--- config.mk ---
export PLATFORM = sky130hd
export DESIGN_NAME = cf_multi_flat
export DESIGN_NICKNAME = d
export VERILOG_FILES = /design/src/rtl/cf_multi_if.sv /design/src/rtl/cf_multi.sv /design/src/flat_wrapper.sv
export SDC_FILE = /design/constraint.sdc
export NUM_CORES = 1
export LEC_CHECK = 0
export BUFFER_PORTS_ARGS = -buffer_cell sky130_fd_sc_hd__buf_4
export CAP_MARGIN = 20
export CELL_PAD_IN_SITES_DETAIL_PLACEMENT = 1
export CELL_PAD_IN_SITES_GLOBAL_PLACEMENT = 2
export CORE_MARGIN = 5
export CORE_UTILIZATION = 39
export CTS_BUF_LIST = sky130_fd_sc_hd__clkbuf_4 sky130_fd_sc_hd__clkbuf_8
export CTS_CLUSTER_DIAMETER = 60
export DETAILED_ROUTE_END_ITERATION = 8
export PLACE_DENSITY = 0.85
export SYNTH_ARGS = -nofsm -noshare
export SYNTH_HDL_FRONTEND = slang
export SYNTH_SLANG_ARGS = --single-unit
--- constraint.sdc ---
create_clock -name clk -period 25.8 [get_ports clk]
set_input_delay 2.58 -clock clk [delete_from_list [all_inputs] [get_ports clk]]
set_output_delay 2.58 -clock clk [all_outputs]
set_load 0.05 [all_outputs]
--- src/rtl/cf_multi_if.sv ---
// Sample-vector handshake and filtered-angle result bus for cf_multi.
// Carries no state or latency of its own.
// The master drives in_valid and data; the slave answers with in_ready and the out_valid strobe.
interface cf_multi_if #(
    parameter int DATA_W   = 16,
    parameter int CHANNELS = 3
);
    logic                         in_valid;
    logic                         in_ready;
    logic [CHANNELS*DATA_W-1:0]   gyro_in;
    logic [CHANNELS*DATA_W-1:0]   accel_in;
    logic                         out_valid;
    logic [CHANNELS*DATA_W-1:0]   angle_out;

    modport master (
        output in_valid,
        output gyro_in,
        output accel_in,
        input  in_ready,
        input  out_valid,
        input  angle_out
    );

    modport slave (
        input  in_valid,
        input  gyro_in,
        input  accel_in,
        output in_ready,
        output out_valid,
        output angle_out
    );
endinterface

--- src/rtl/cf_multi.sv ---
// Multi-channel complementary filter: one shared blend datapath, time-multiplexed per channel.
// Latency: out_valid strobes CHANNELS+1 cycles after the accept edge; one vector per CHANNELS+2 cycles.
// Backpressure: in_ready is high only in IDLE. Macro CF_SAT_EN selects clamping instead of wrapping.
module cf_multi #(
    parameter int DATA_W   = 16,
    parameter int CHANNELS = 3,
    parameter int FRAC_W   = 8,
    parameter int ALPHA    = 230,
    parameter int DT_SHIFT = 4
) (
    input  logic       clk,
    input  logic       rst_n,
    cf_multi_if.slave  bus
);

    localparam int CH_W = (CHANNELS > 1) ? $clog2(CHANNELS) : 1;
    localparam int IW   = DATA_W + 1;           // integrator width
    localparam int MW   = DATA_W + FRAC_W + 2;  // blend accumulator width

    localparam logic [CH_W-1:0]      LAST_CH  = CH_W'(CHANNELS - 1);
    localparam logic signed [MW-1:0] GYRO_WT  = MW'(ALPHA);
    localparam logic signed [MW-1:0] ACCEL_WT = MW'((1 << FRAC_W) - ALPHA);

`ifdef CF_SAT_EN
    localparam logic signed [IW:0]   INTEG_MAX = (IW+1)'((1 << DATA_W) - 1);
    localparam logic signed [IW:0]   INTEG_MIN = (IW+1)'(-(1 << DATA_W));
    localparam logic signed [MW-1:0] RES_MAX   = MW'((1 << (DATA_W - 1)) - 1);
    localparam logic signed [MW-1:0] RES_MIN   = MW'(-(1 << (DATA_W - 1)));
`endif

    typedef enum logic [1:0] {
        S_IDLE = 2'd0,
        S_CALC = 2'd1,
        S_DONE = 2'd2
    } state_t;

    state_t                    state;
    logic [CH_W-1:0]           ch;
    logic                      seeded;
    logic signed [DATA_W-1:0]  gyro_r  [CHANNELS];
    logic signed [DATA_W-1:0]  accel_r [CHANNELS];
    logic signed [DATA_W-1:0]  angle_q [CHANNELS];
    logic                      out_valid_q;
    logic [CHANNELS*DATA_W-1:0] angle_out_q;

    logic signed [DATA_W-1:0]  cur_gyro;
    logic signed [DATA_W-1:0]  cur_accel;
    logic signed [DATA_W-1:0]  cur_angle;
    logic signed [IW-1:0]      integ;
    logic signed [MW-1:0]      mix;
    logic signed [DATA_W-1:0]  angle_next;
`ifdef CF_SAT_EN
    logic signed [IW:0]        integ_wide;
    logic signed [MW-1:0]      res_wide;
`endif

    assign bus.in_ready  = (state == S_IDLE);
    assign bus.out_valid = out_valid_q;
    assign bus.angle_out = angle_out_q;

    // Shared blend datapath for the channel selected by ch.
    always_comb begin
        cur_gyro   = gyro_r[ch];
        cur_accel  = accel_r[ch];
        cur_angle  = angle_q[ch];
`ifdef CF_SAT_EN
        integ_wide = (IW+1)'(cur_angle) + (IW+1)'(cur_gyro >>> DT_SHIFT);
        if (integ_wide > INTEG_MAX) begin
            integ = INTEG_MAX[IW-1:0];
        end else if (integ_wide < INTEG_MIN) begin
            integ = INTEG_MIN[IW-1:0];
        end else begin
            integ = integ_wide[IW-1:0];
        end
        mix      = GYRO_WT * MW'(integ) + ACCEL_WT * MW'(cur_accel);
        res_wide = mix >>> FRAC_W;
        if (res_wide > RES_MAX) begin
            angle_next = RES_MAX[DATA_W-1:0];
        end else if (res_wide < RES_MIN) begin
            angle_next = RES_MIN[DATA_W-1:0];
        end else begin
            angle_next = res_wide[DATA_W-1:0];
        end
`else
        integ      = IW'(cur_angle) + IW'(cur_gyro >>> DT_SHIFT);
        mix        = GYRO_WT * MW'(integ) + ACCEL_WT * MW'(cur_accel);
        angle_next = DATA_W'(mix >>> FRAC_W);
`endif
        // First vector after reset seeds the state straight from the accelerometer.
        if (!seeded) begin
            angle_next = cur_accel;
        end
    end

    // Control FSM: capture on handshake, walk the channels, then publish the vector.
    always_ff @(posedge clk or negedge rst_n) begin
        if (!rst_n) begin
            state       <= S_IDLE;
            ch          <= '0;
            seeded      <= 1'b0;
            out_valid_q <= 1'b0;
            angle_out_q <= '0;
            for (int k = 0; k < CHANNELS; k++) begin
                gyro_r[k]  <= '0;
                accel_r[k] <= '0;
                angle_q[k] <= '0;
            end
        end else begin
            out_valid_q <= 1'b0;
            case (state)
                S_IDLE: begin
                    if (bus.in_valid) begin
                        for (int k = 0; k < CHANNELS; k++) begin
                            gyro_r[k]  <= bus.gyro_in[k*DATA_W +: DATA_W];
                            accel_r[k] <= bus.accel_in[k*DATA_W +: DATA_W];
                        end
                        ch    <= '0;
                        state <= S_CALC;
                    end
                end
                S_CALC: begin
                    angle_q[ch] <= angle_next;
                    if (ch == LAST_CH) begin
                        state <= S_DONE;
                    end else begin
                        ch <= ch + 1'b1;
                    end
                end
                S_DONE: begin
                    for (int k = 0; k < CHANNELS; k++) begin
                        angle_out_q[k*DATA_W +: DATA_W] <= angle_q[k];
                    end
                    out_valid_q <= 1'b1;
                    seeded      <= 1'b1;
                    state       <= S_IDLE;
                end
                default: begin
                    state <= S_IDLE;
                end
            endcase
        end
    end

endmodule

--- src/flat_wrapper.sv ---
// flat-port wrapper written by rule: the top's interface ports become plain ports
module cf_multi_flat 
#(
    parameter int DATA_W   = 16,
    parameter int CHANNELS = 3,
    parameter int FRAC_W   = 8,
    parameter int ALPHA    = 230,
    parameter int DT_SHIFT = 4
)
  (clk, rst_n, bus_in_valid, bus_gyro_in, bus_accel_in, bus_in_ready, bus_out_valid, bus_angle_out);
  cf_multi_if #(.DATA_W(DATA_W), .CHANNELS(CHANNELS)) bus_i ();
  input  logic clk;
  input  logic rst_n;
  input wire logic [$bits(bus_i.in_valid)-1:0] bus_in_valid;
  input wire logic [$bits(bus_i.gyro_in)-1:0] bus_gyro_in;
  input wire logic [$bits(bus_i.accel_in)-1:0] bus_accel_in;
  output wire logic [$bits(bus_i.in_ready)-1:0] bus_in_ready;
  output wire logic [$bits(bus_i.out_valid)-1:0] bus_out_valid;
  output wire logic [$bits(bus_i.angle_out)-1:0] bus_angle_out;
  assign bus_i.in_valid = bus_in_valid;
  assign bus_i.gyro_in = bus_gyro_in;
  assign bus_i.accel_in = bus_accel_in;
  assign bus_in_ready = bus_i.in_ready;
  assign bus_out_valid = bus_i.out_valid;
  assign bus_angle_out = bus_i.angle_out;
  cf_multi #(.DATA_W(DATA_W), .CHANNELS(CHANNELS), .FRAC_W(FRAC_W), .ALPHA(ALPHA), .DT_SHIFT(DT_SHIFT)) u_core (.clk(clk), .rst_n(rst_n), .bus(bus_i));
endmodule
# Yosys cells after proc, flatten, opt, wreduce, memory -nomap -nowiden
# Index checks and enable logic that the tools add are counted.
[totals]
output_inout_bits = 50
regBits = 198
[op_classes]
mux = 20
n_bitwise = 1
order_cmp = 2
multipliers = 2
n_addsub = 3
n_eq_ne = 6
n_reduce_logical = 6
[ops]
columns = ["operator", "n"]
rows = [
  ["2-to-1 mux 16 bit", 8],
  ["binary-select mux 16 bit (select 2 bit)", 3],
  ["bitwise mux 48 bit", 1],
  ["demux 16 bit (select 2 bit)", 1],
  ["adder 24 bit", 1],
  ["multiplier 8 x 17 -> 23 bit (first input constant)", 1],
  ["multiplier 5 x 16 -> 21 bit (first input constant)", 1],
  ["adder 16 x 12 -> 17 bit", 1],
  ["2-to-1 mux 2 bit", 4],
  ["one-hot mux 2 bit (2 select lines)", 2],
  ["equality test 2 bit (second input constant)", 2],
  ["inequality test 2 bit (second input constant)", 2],
  ["AND reduction 2 bit", 2],
  ["greater-or-equal comparator 3 bit (second input constant)", 1],
  ["less-than comparator 3 x 1 -> 1 bit (second input constant)", 1],
  ["inverter 2 -> 3 bit", 1],
  ["AND reduction 3 bit", 1],
  ["adder 2 x 1 -> 2 bit (second input constant)", 1],
  ["equality test 2 x 1 -> 1 bit (second input constant)", 1],
  ["logical NOT 2 bit", 1],
  ["inequality test 2 x 1 -> 1 bit (second input constant)", 1],
  ["nonzero test 2 bit", 1],
  ["logical AND 1 bit", 1],
  ["2-to-1 mux 1 bit", 1],
]

# Logic depth before layout (Yosys ltp)
[logic_depth]
word_depth = 9
ltp_mapped = 41
depth_no_buf = 37

# Worst setup path after synthesis
# Ideal clock, no wire load.
[synth_timing]
path_kind = "register to register"
start = "reg u_core.ch[1]"
end = "reg u_core.angle_q[30] in the netlist's numbering"
n_path_buf = 4
setup_ns = 0.129
arrival_ns = 7.990
slack_ns = 17.681
stages_incl_launch_ff = 39
required_time_ns = 25.671
path_cell_list = "dfrtp_1 > buf_6 > buf_2 > buf_1 > buf_1 > mux2i_1 > o21ai_0 > ha_1 > o21ai_0 > nor2_1 > o21a_1 > nor2_1 > o21ai_0 > a21o_1 > xor2_1 > ha_1 > ha_1 > xnor2_1 > (+3 left out) > ha_1 > a21oi_1 > o21a_1 > o21ai_0 > a21oi_1 > nand2_1 > a211oi_1 > nor2_1 > ha_1 > nor2b_1 > o21ai_0 > nand2b_1 > a21oi_1 > inv_1 > o31a_1 > or3_1 > a31oi_1 > o21ai_1"
[synth_between]
elab_chain_len = 9
elab_cells_between_ends = 21
cone_classes = "2 x add/sub; 2 x mul; 2 x order compare; 13 x mux; 1 x bitwise; 1 x reduce/logical"
[synth_rtl]
columns = ["element", "line", "rtl"]
rows = [
  ["from (decl)", "cf_multi.sv:38", "logic [CH_W-1:0] ch;"],
  ["from (signal assigned)", "cf_multi.sv:126", "ch <= ch + 1'b1;"],
  ["inverter 2 -> 3 bit (implied by the code) (*)", "n/a", ""],
  ["binary-select mux 16 bit (select 2 bit) (on tied branches)", "cf_multi.sv:65, cf_multi.sv:63", ""],
  ["2-to-1 mux 16 bit (on tied branches) (2 in series)", "cf_multi.sv:65, cf_multi.sv:63", ""],
  ["adder 16 x 12 -> 17 bit", "cf_multi.sv:85", "integ = IW'(cur_angle) + IW'(cur_gyro >>> DT_SHIFT);"],
  ["multiplier 8 x 17 -> 23 bit", "cf_multi.sv:86", "mix = GYRO_WT * MW'(integ) + ACCEL_WT * MW'(cur_accel);"],
  ["adder 24 bit", "cf_multi.sv:86", ""],
  ["2-to-1 mux 16 bit", "cf_multi.sv:90", "if (!seeded) begin"],
  ["bitwise mux 48 bit (*)", "cf_multi.sv:122", "angle_q[ch] <= angle_next;"],
  ["to (signal, indexed assignment)", "cf_multi.sv:122", ""],
  ["to (decl)", "cf_multi.sv:42", "logic signed [DATA_W-1:0] angle_q [CHANNELS];"],
]
# Mark *: on every way between the ends. The rest lies on a longest branch, timed or not. The select of a mux whose other input is x is not followed.
# A chain may end at the register's enable or synchronous reset.

# Worst setup path after layout
# Same ends and word-level chain as after synthesis.

==> reports/metrics.yaml <==
synthesis:
  synthMuxAreaShare_pct: 14.4
  yosysWarnings: 0
  synth_flop_cell: "dfrtp_1"
  post-synth-top-area-cell: "dfrtp_1"
  ys_ff_latch: 186
  synth_compound_area_share_pct: 12.3
  ys_seq_area_share_pct: 34.3
  synth_nets: 1650
  synth_edf_count: 0
  async_reset_ff_share_pct: 100
  syn_area_um2: 13600
  syn_avg_cell_area_um2: 9.98
  synth_top_cell_area_share_pct: 34.3
  synthXorXnorAreaFrac_pct: 4.04
  synth_cells: 1358
  synth.distinct_cells: 60
  synth_fa_ha_area_share_pct: 20.9
  synthTopCellsByArea: "dfrtp_1 34%, ha_1 13%, mux2_2 11%, fa_1 8.1%, inv_1 4.7%"
  synth_top_family_by_area: "adder cells"
  yosys.area_share.simple_pct: 8.08
sta:
  max-slew-margin-rel_pct: 23.9
  finalSetupViolCount: 0
  final_max_slew_viol_count: 0
  skew_ns: 0.0143
  worstMarginPinSlew_ns: 1.13
  fin_crit_ns: 9.71
  fin_crit_sh_pct: 37.6
  fmax_mhz: 103
  rsz0062_at_grt: "no"
  final-hold-violation-count: 0
  fin_tns_setup_ns: 0
routing:
  num_vias: 9846
  ant_nets: 0
  wirelength_um: 35900
  wl_per_cell_um: 18.4
  drc: 0
  dr.pass1.iters: 5
  drt-initial-drc-count: 356
  vias_per_cell: 5.05
cells_and_area:
  final_cell_area_um2: 15600
  insertedDiodeCount: 0
  instances_no_fill: 1951
  fill_cells: 3914
  fin_nets: 1775
  area_growth_pct: 14.8
  layout-drive-gt1-share_pct: 22.6
grt:
  grt_overflow: 0
  grt_pass1_wl_um: 58500
  track_usage_pct: 18.7
  grt_pass1_vias: 11000
  grt_max_degree: 115
  antenna_found_initial: 0
setup_path:
  cp-start-kind: "flip-flop"
  reg2reg_depth: 36
  cp_max_fo: 27
  timing.rr.start: "u_core.ch[1]"
  critPathKind: "reg2reg"
  slowest_stage: "dfrtp_2"
  r2r_slack_ns: 16.09
  required_ns: 26.15
  cp.arrival_ns: 10.06
  reg2reg_to: "u_core.angle_q[30]"
  cp-end-kind: "flip-flop"
  cpLargestDelayFamily: "adder cells"
  crit_buf_inv: 3
  max_stage_delay_ns: 0.80
  critPathMostFrequentCell: "ha_1"
place:
  place_congestion: 0.808
  post-dp-hpwl_um: 28200
  io_buffers: 136
  placedCellCount: 1915
  place_area_um2: 15000
worst_hold_path:
  whs_endpoint: "u_core.angle_q[1]"
  hold_class: "reg2reg"
  whs_path_depth: 2
  min_from: "u_core.angle_q[1]"
floorplanning:
  rows: 68
  fp.dieH_um: 196
  core_area_um2: 34500
  die_area_um2: 38600
  fp.dieW_um: 196
  start_util_pct: 39.3
  ios: 149
clock_network:
  postCtsSetupBuffers: 0
  cts_tree: "yes"
  htree_levels: 4
  path_clk_slew_ns: 0.11
  cts_resized: 0
  numClockSinks: 186
  cts_buffers: 17
  clockBufferDepth: 2
  clock_latency_ns: 0.47
  ctsHoldBuffers: 0
  cts_root_buffer: "clkbuf_8"
status:
  outcome: "completed"
run:
  drv_cap: 0
[state kept, by name, summed over array words and instances, names as in the netlist]
name,flops
u_core.accel_r,48
u_core.angle_q,48
u_core.bus.angle_out,48
u_core.bus.out_valid,1
u_core.ch,2
u_core.gyro_r,36
u_core.seeded,1
u_core.state,2
[cells in the final DEF (no fill, tap or decap), types with 4 or more instances in the layout]
master,instances
dfrtp_1,185
inv_1,170
buf_4,144
ha_1,138
mux2_2,132
o21ai_0,123
nand2_1,112
nor2_1,81
a21oi_1,58
fa_1,55
mux2i_1,46
xnor2_1,41
xor2_1,19
clkbuf_8,19
a21o_1,17
o21a_1,14
nor3_1,12
nand2b_1,9
nand3_1,8
nor2b_1,7
a31oi_1,6
o211ai_1,6
a21boi_0,6
o21ai_1,5
or2_2,5
inv_6,5
a211oi_2,4
or3_1,4
a211oi_1,4
[tightest hold or removal path: stages (launching register included)]
cell	delay [ns]
dfrtp_1	0.37
nand2_1	0.05
o21ai_0	0.06
[through the flow]
step                setup slack, ns  hold WS [ns]  util, %
finish                        16.09         0.511     45.1
global route                  15.57         0.530     45.1
CTS                           16.00         0.516     44.9
detailed placement            16.06         0.492     43.6
global placement              16.26         0.486     43.6
floorplan                     17.68         0.467        -
[cell type report]
class / count / area, um2 / share of cell area (%)
Clock inverter: 14 / 180 / 1.16
Sequential cell: 186 / 4660 / 29.9
Multi-Input combinational cell: 960 / 8090 / 52.0
Clock buffer: 18 / 248 / 1.59
Timing Repair Buffer: 148 / 1170 / 7.52
Inverter: 170 / 638 / 4.10
Tap cell: 455 / 569 / 3.66
[Yosys cell counts (all sizes together), types with 19 or more instances]
| library cell | n |
|---|---|
| dfrtp | 186 |
| inv | 170 |
| ha | 138 |
| mux2 | 132 |
| o21ai | 129 |
| nand2 | 114 |
| nor2 | 81 |
| a21oi | 59 |
| fa | 55 |
| mux2i | 46 |
| xnor2 | 41 |
| clkbuf | 30 |
| a21o | 19 |
| xor2 | 19 |
[worst max-delay path by stage]
stage          depth (start not counted)         start                 end
5_1_grt                               36  u_core.ch[1]  u_core.angle_q[30]
3_3_place_gp                          36  u_core.ch[1]  u_core.angle_q[30]
4_1_cts                               33  u_core.ch[1]  u_core.angle_q[30]
3_5_place_dp                          36  u_core.ch[1]  u_core.angle_q[30]
2_1_floorplan                         38  u_core.ch[1]  u_core.angle_q[30]
6_report                              36  u_core.ch[1]  u_core.angle_q[30]
[routing by layer]
layer | part of all wire, % | vias up | wire length, um | track usage [%]
li1 | - | 4843 | - | -
met1 | 46 | 4853 | 16400 | 25.2
met2 | 49 | 130 | 17700 | 32.0
met3 | 3.8 | 20 | 1370 | 3.45
met4 | 1.2 | 0 | 433 | 3.65
met5 | 0 | - | 0 | 0
[kinds of logic after synthesis]
kind of cell / after synthesis
AOI/OAI and AO/OA: 274
xor gates and xnor gates: 61
adders and majority gates: 193
buffers and inverters: 212
DFF: 186
muxes: 178
and+or+nand+nor: 254
Power is not shown: default switching activity piles up to over one toggle a cycle in this logic, so the estimate is an artifact.
